===== src/rtl/axi4_mm2s_reader.sv =====
// Command (addr, beats) -> AXI4 INCR read bursts, one outstanding; R data forwarded as AXI4-Stream.
// Zero-latency R->stream pass-through; RREADY follows TREADY, so the stream sink backpressures the slave.
module axi4_mm2s_reader #(
    parameter int C_M_AXI_BURST_LEN    = 16,
    parameter int C_M_AXI_ID_WIDTH     = 1,
    parameter int C_M_AXI_ADDR_WIDTH   = 32,
    parameter int C_M_AXI_DATA_WIDTH   = 32,
    parameter int C_M_AXI_ARUSER_WIDTH = 1,
    parameter int C_CMD_BEATS_WIDTH    = 32
) (
    input  logic                            M_AXI_ACLK,
    input  logic                            M_AXI_ARESET,
    input  logic [C_M_AXI_ADDR_WIDTH-1:0]   CMD_ADDR,
    input  logic [C_CMD_BEATS_WIDTH-1:0]    CMD_BEATS,
    input  logic                            CMD_VALID,
    output logic                            CMD_READY,
    output logic                            DONE,
    output logic                            ERR,
    output logic [C_M_AXI_ID_WIDTH-1:0]     M_AXI_ARID,
    output logic [C_M_AXI_ADDR_WIDTH-1:0]   M_AXI_ARADDR,
    output logic [7:0]                      M_AXI_ARLEN,
    output logic [2:0]                      M_AXI_ARSIZE,
    output logic [1:0]                      M_AXI_ARBURST,
    output logic                            M_AXI_ARLOCK,
    output logic [3:0]                      M_AXI_ARCACHE,
    output logic [2:0]                      M_AXI_ARPROT,
    output logic [3:0]                      M_AXI_ARQOS,
    output logic [C_M_AXI_ARUSER_WIDTH-1:0] M_AXI_ARUSER,
    output logic                            M_AXI_ARVALID,
    input  logic                            M_AXI_ARREADY,
    input  logic [C_M_AXI_ID_WIDTH-1:0]     M_AXI_RID,
    input  logic [C_M_AXI_DATA_WIDTH-1:0]   M_AXI_RDATA,
    input  logic [1:0]                      M_AXI_RRESP,
    input  logic                            M_AXI_RLAST,
    input  logic [C_M_AXI_ARUSER_WIDTH-1:0] M_AXI_RUSER,
    input  logic                            M_AXI_RVALID,
    output logic                            M_AXI_RREADY,
    output logic [C_M_AXI_DATA_WIDTH-1:0]   M_AXIS_TDATA,
    output logic                            M_AXIS_TLAST,
    output logic                            M_AXIS_TVALID,
    input  logic                            M_AXIS_TREADY
);
    localparam int AW       = C_M_AXI_ADDR_WIDTH;
    localparam int BW       = C_CMD_BEATS_WIDTH;
    localparam int SIZE_LOG = $clog2(C_M_AXI_DATA_WIDTH / 8);

    typedef enum logic [1:0] {IDLE, ADDR, DATA, FIN} state_t;

    state_t          state, state_nxt;
    logic [AW-1:0]   addr;
    logic [BW-1:0]   remaining;
    logic [7:0]      beat_cnt;
    logic [7:0]      arlen_q;
    logic            err;
    logic            r_hs;
    logic            last_beat;
    logic            rem_zero;
    logic            unused_ok;

    // ARLEN for the next burst: min(beats, BURST_LEN) - 1
    function automatic logic [7:0] burst_len(input logic [BW-1:0] beats);
        if (beats >= BW'(C_M_AXI_BURST_LEN))
            return 8'(C_M_AXI_BURST_LEN - 1);
        else
            return 8'(beats - BW'(1));
    endfunction

    assign last_beat = (beat_cnt == 8'd0);
    assign rem_zero  = (remaining == '0);
    assign r_hs      = (state == DATA) && M_AXI_RVALID && M_AXIS_TREADY;
    assign unused_ok = ^{M_AXI_RID, M_AXI_RUSER};

    always_ff @(posedge M_AXI_ACLK) begin
        if (M_AXI_ARESET) begin
            state     <= IDLE;
            addr      <= '0;
            remaining <= '0;
            beat_cnt  <= '0;
            arlen_q   <= '0;
            err       <= 1'b0;
        end else begin
            state <= state_nxt;
            case (state)
                IDLE: if (CMD_VALID) begin
                    addr      <= CMD_ADDR;
                    remaining <= CMD_BEATS;
                    arlen_q   <= burst_len(CMD_BEATS);
                    err       <= 1'b0;
                end
                ADDR: if (M_AXI_ARREADY) begin
                    beat_cnt  <= arlen_q;
                    addr      <= addr + ((AW'(arlen_q) + AW'(1)) << SIZE_LOG);
                    remaining <= remaining - (BW'(arlen_q) + BW'(1));
                end
                DATA: if (r_hs) begin
                    beat_cnt <= beat_cnt - 8'd1;
                    // Beat count is authoritative; a bad response or misplaced RLAST only flags
                    if ((M_AXI_RRESP != 2'b00) || (M_AXI_RLAST != last_beat))
                        err <= 1'b1;
                    if (last_beat)
                        arlen_q <= burst_len(remaining);
                end
                default: ;
            endcase
        end
    end

    always_comb begin
        state_nxt = state;
        case (state)
            IDLE: if (CMD_VALID) state_nxt = (CMD_BEATS == '0) ? FIN : ADDR;
            ADDR: if (M_AXI_ARREADY) state_nxt = DATA;
            DATA: if (r_hs && last_beat) state_nxt = rem_zero ? FIN : ADDR;
            FIN:  state_nxt = IDLE;
            default: state_nxt = IDLE;
        endcase
    end

    assign CMD_READY     = (state == IDLE);
    assign DONE          = (state == FIN);
    assign ERR           = err;

    assign M_AXI_ARID    = '0;
    assign M_AXI_ARADDR  = addr;
    assign M_AXI_ARLEN   = arlen_q;
    assign M_AXI_ARSIZE  = 3'(SIZE_LOG);
    assign M_AXI_ARBURST = 2'b01;
    assign M_AXI_ARLOCK  = 1'b0;
    assign M_AXI_ARCACHE = 4'b0011;
    assign M_AXI_ARPROT  = 3'b000;
    assign M_AXI_ARQOS   = 4'b0000;
    assign M_AXI_ARUSER  = '0;
    assign M_AXI_ARVALID = (state == ADDR);

    assign M_AXI_RREADY  = (state == DATA) && M_AXIS_TREADY;
    assign M_AXIS_TDATA  = M_AXI_RDATA;
    assign M_AXIS_TVALID = (state == DATA) && M_AXI_RVALID;
    assign M_AXIS_TLAST  = (state == DATA) && last_beat && rem_zero;
endmodule


===== config.mk =====
export PLATFORM = sky130hd
export DESIGN_NAME = axi4_mm2s_reader
export DESIGN_NICKNAME = d
export VERILOG_FILES = /design/src/rtl/axi4_mm2s_reader.sv
export SDC_FILE = /design/constraint.sdc
export NUM_CORES = 1
export LEC_CHECK = 0
export ABC_AREA = 1
export ABC_CLOCK_PERIOD_IN_PS = 3550
export BUFFER_PORTS_ARGS = -buffer_cell sky130_fd_sc_hd__buf_4
export CORE_MARGIN = 3
export CORE_UTILIZATION = 55
export CTS_CLUSTER_SIZE = 8
export DETAILED_ROUTE_END_ITERATION = 8
export PLACE_DENSITY = 0.83
export SETUP_SLACK_MARGIN = 0.05
export SLEW_MARGIN = 10
export SYNTH_ARGS = -nofsm -noshare
export SYNTH_HDL_FRONTEND = slang
export SYNTH_SLANG_ARGS = --single-unit

===== constraint.sdc =====
create_clock -name M_AXI_ACLK -period 3.55 [get_ports M_AXI_ACLK]
set_input_delay 0 -clock M_AXI_ACLK [delete_from_list [all_inputs] [get_ports M_AXI_ACLK]]
set_output_delay 0 -clock M_AXI_ACLK [all_outputs]
set_load 0.005 [all_outputs]

# Word-level counts from Yosys, hierarchy flattened

Cells that the tools add are included.

Add/subtract/negate cells: 6
Order comparisons: 2
Equal/unequal tests: 10
Mux-type cells: 25
Reduce and logical (&&, ||, !) cells: 20

Operator list:

| kind                | number |
|---|---|
| $mux 32             | 4 |
| $pmux 32 s2         | 2 |
| $ge 32x5->1 const B | 2 |
| $logic_not 32->1    | 2 |
| $mux 8              | 7 |
| $add 32x32->32      | 1 |
| $pmux 8 s2          | 2 |
| $sub 32x9->32       | 1 |
| $sub 8x1->8 const B | 3 |
| $mux 2              | 5 |
| $add 8x1->9 const B | 1 |
| $reduce_and 3->1    | 3 |
| $logic_not 8->1     | 1 |
| $pmux 2 s4          | 1 |
| $reduce_and 4->1    | 2 |
| $reduce_bool 2->1   | 4 |
| $logic_and 1x1->1   | 6 |
| $ne 2x1->1 const B  | 3 |
| $ne 2x2->1 const B  | 3 |
| $eq 2x2->1 const B  | 2 |
| $mux 1              | 3 |
| $eq 2x1->1 const B  | 1 |
| $logic_not 2->1     | 1 |
| $pmux 1 s2          | 1 |
| other kinds (2)     | 2 |

Register bits after elaboration: 83
Input port bits: 107
Output and inout port bits: 98
Logic and storage cells: 69

# Longest topological paths before layout

Depth in word-level cells: 6
Mapped depth: 19
Mapped depth without buffers: 19

# Least setup slack after synthesis

Ideal clock, no wire load.

Kind: flip-flop to flip-flop
Start: reg arlen_q[0], in the netlist M_AXI_ARLEN[0]
End: reg addr[13], in the netlist M_AXI_ARADDR[13]
Library setup time: 0.109 ns
Arrival time: 2.271 ns
Data required time: 3.441 ns
Slack: 1.171 ns
Cell stages (with the launch flop): 19
Path buffers: 0
Clock period less this slack: 2.379 ns
Cells stage by stage: dfxtp_1 -> ha_1 -> nand2_1 -> inv_1 -> nand4_1 -> xor2_1 -> inv_1 -> ha_1 -> nand2_1 -> inv_1 -> nand2_1 -> nand2_1 -> nand2_1 -> nand3_2 -> or2_2 -> nand3_1 -> nand3_1 -> nand2_1 -> inv_1

Word-level cells in the longest chain between the ends: 4

Ends and longest elaborated chain:

| what                     | RTL line | source |
|---|---|---|
| start: declaration       | 53       | `logic [7:0] arlen_q;` |
| start signal: assignment | 87       | `arlen_q <= burst_len(CMD_BEATS);` |
| start signal: assignment | 101      | `arlen_q <= burst_len(remaining);` |
| $add 8x1->9              | 92       | `addr <= addr + ((AW'(arlen_q) + AW'(1)) << SIZE_LOG);` |
| $add 32x32->32           | 92       |  |
| $mux 32                  | 90       | `ADDR: if (M_AXI_ARREADY) begin` |
| $pmux 32 s2              | 83       | `case (state)` |
| end signal: assignment   | 92       |  |
| end: declaration         | 50       | `logic [AW-1:0] addr;` |

No other way between the ends. The select of a mux whose other input is x is not followed.
A chain may end at the register's enable or synchronous reset.

# Worst setup path in the final report

Ends and elaborated chain as after synthesis.

==> qor.yml <==
final_layout:
  layout-drive-gt1-share_pct: 14.02
  seq_area_sq_um: 1662
  fillers: 1185
  area_growth_pct: 17.44
  multiInputGateArea_sq_um: 4487
  layout.nets: 1476
route:
  drtIter0Drc: 676
  finalWirelength_mm: 21.14
  viasPerCell: 5.287
  drc: 0
  drtAntennaViolNets: 0
  drt-pass1-iter-count: 6
  routed-via-count: 8042
  wire_per_inst_microns: 13.90
grt:
  grt_pass1_vias: 7406
  grt_pass1_wl_mm: 34.66
  grt_max_degree: 79
  grt_antenna_before_repair: 0
  overflow: 0
  grt_usage_pct: 28.67
clock_network:
  clock_path_buffers: 2
  cts_sinks: 83
  clk_pin_slew_ns: 0.06
  cts_root_buffer: "clkbuf_16"
  worstSkewPairLatency_ns: 0.35
  cts_tree: "built"
  cts_max_level: 3
  cts_setup_buffers: 0
  cts_buffers: 9
timing:
  relSlewSlack_pct: 44.96
  min_period_ns: 2.862
  hold_violations: 0
  worst_pin_slew_ns: 0.8226
  setup_violations: 0
  fmax_mhz: 349.4
  period_share_pct: 80.62
  fin_tns_setup_ns: 0
  drv_slew: 0
  fin_worst_skew_ns: 0.003531
  setup_ws_ns: 0.6879
  rsz0062_at_grt: "false"
placement:
  dp_hpwl_mm: 15.49
  globalplace.congestion: 0.9516
  pre_cts_slack_ns: 0.7639
  port_buffers: 119
die:
  initial_core_util_pct: 57.22
  coreArea_sq_um: 12880
  dieArea_sq_um: 14820
  die_x_microns: 121.7
  die_h_microns: 121.7
  io_pins: 205
  core.rowCount: 41
yosys:
  synth_top_area_share_pct: 22.55
  synthTopCellsByArea: "dfxtp_1, nand2_1, inv_1"
  yosys.area.top_type: "dfxtp_1"
  synth_cells: 1242
  synthTopCellsByCount: "nand2_1, inv_1, nand3_1"
  seq_area_frac_synth_pct: 22.55
  yosysMostFrequentCell: "nand2_1"
  ys_warn_count: 0
  synth_edf_count: 0
  ys_async_sr_fraction_pct: 0
  synthDistinctLibCells: 45
  ys_seq_elements: 83
  synth_area_per_cell_sq_um: 5.932
  ys_dominant_reg_cell: "dfxtp_1"
  syn_area_sq_um: 7367
power:
  power_density_nw_per_um2: 858.4
  vdd_drop_max_v: 0.0004188
  power_mw: 7.427
  p_leak_nw: 4.445
worst_setup_path:
  cp_data_arrival_time_ns: 3.12
  start_kind: "flip-flop"
  worstPathRequired_ns: 3.81
  critical_path_class: "reg -> reg"
  critPathCaptureType: "flip-flop"
  cp_max_fo: 7
min_path:
  hold_path.class: "in -> out"
outcome:
  outcome: "complete, no violations"
job:
  maxCapViolCount: 0
## kinds of logic (layout without fill, tap and decap cells)
group,after synthesis,after routing,synth area share (%)
buffers and inverters,272,361,17.41
adder cells (fa/ha/maj),25,25,4.450
other,2,20,0.1019
AND/OR/NAND/NOR,641,641,38.23
AO/OA/AOI/OAI,192,192,14.05
flip-flops,83,83,22.55
XOR/XNOR,27,27,3.210
## area by class of cell
type | count | share of cell area (%)
diodes | 1 | 0.02892
repair buffers | 162 | 15.13
clock buffers | 11 | 2.690
clock inverters | 4 | 0.5929
inverters | 184 | 8.012
flip-flops and latches | 83 | 19.20
well taps | 172 | 2.487
multi-input cells | 904 | 51.86
## worst max-delay path: stages, from the launching register on
cell	delay (ns)
dfxtp_1	0.43
nand3_1	0.15
nand3b_1	0.22
nor2_1	0.11
nand2_1	0.07
xor2_1	0.29
inv_1	0.08
ha_1	0.34
nand2_1	0.15
nor2_1	0.08
nand3_1	0.10
nand3_2	0.16
or2_2	0.31
nand3_1	0.06
nand3_1	0.08
nand2_1	0.09
inv_1	0.04
## sequential cells by signal, indices dropped and copies added (netlist names)
register and count:
remaining 32, beat_cnt 8, M_AXI_ARLEN 8, state 2, M_AXI_ARADDR 32, ERR 1
## where the power goes
part	internal [mW]	leakage (nW)	switching [mW]
Clock	0.544	0.136	0.410
Combinational	1.70	3.62	3.02
Sequential	1.31	0.686	0.444
Total	3.55	4.44	3.88
## per-layer routing
layer	share of wire, %	global-route usage [%]
met3	6.9	5.107
met1	44	37.16
met4	2.8	11.27
met5	0	0
met2	47	47.46
## path summary, 6_finish.rpt
check	to	cells after the start	slack (ns)	from
min	M_AXIS_TDATA[20]	0	0.000002	M_AXI_RDATA[20]
min reg2reg	remaining[30]$_SDFFE_PP0P_	2	0.48	remaining[30]$_SDFFE_PP0P_
max reg2reg	M_AXI_ARADDR[13]$_SDFFE_PP0P_	16	0.69	M_AXI_ARLEN[0]$_SDFFE_PP0P_
max	M_AXI_ARADDR[13]$_SDFFE_PP0P_	16	0.69	M_AXI_ARLEN[0]$_SDFFE_PP0P_
## timing repair
item	4_1_cts	5_1_grt
hold endpoints to repair	38	0
hold buffers	37	0
resized for setup	0	0
## layout by cell type (no fill, tap or decap), types with 4 or more instances in the layout
cell type      synthesis  layout
dfxtp_1               83      83
nor2_2                 9       9
a211oi_1               4       4
nand3_1              109     109
a31oi_1               22      22
nor2_1               101     101
dlygate4sd3_1          0      37
nor3_1                15      15
conb_1                 2      19
inv_1                175     175
xnor2_1                9       9
ha_1                  23      23
o21ai_0               86      86
nand4_1               20      20
buf_4                 56     125
nand2_1              347     347
nand3b_1               5       5
clkbuf_16              0       9
o21ai_1                8       8
a21oi_1               63      63
xor2_1                18      18
nand2_2               14      14
inv_2                  8       8
## per-stage QoR
step           std cells  hold slack [ns]  utilization (%)  instance area [sq um]
6_report            1521      0.000001986            67.19                   8652
5_1_grt             1520      0.000007961            67.18                   8650
4_1_cts             1520       0.00003458            67.18                   8650
3_5_place_dp        1468       0.00003458            62.09                   7995
3_3_place_gp        1468       0.00003458            62.09                   7995
2_1_floorplan       1259          0.07071                -                   7431
No activity file was read; power rests on OpenSTA's default activity.
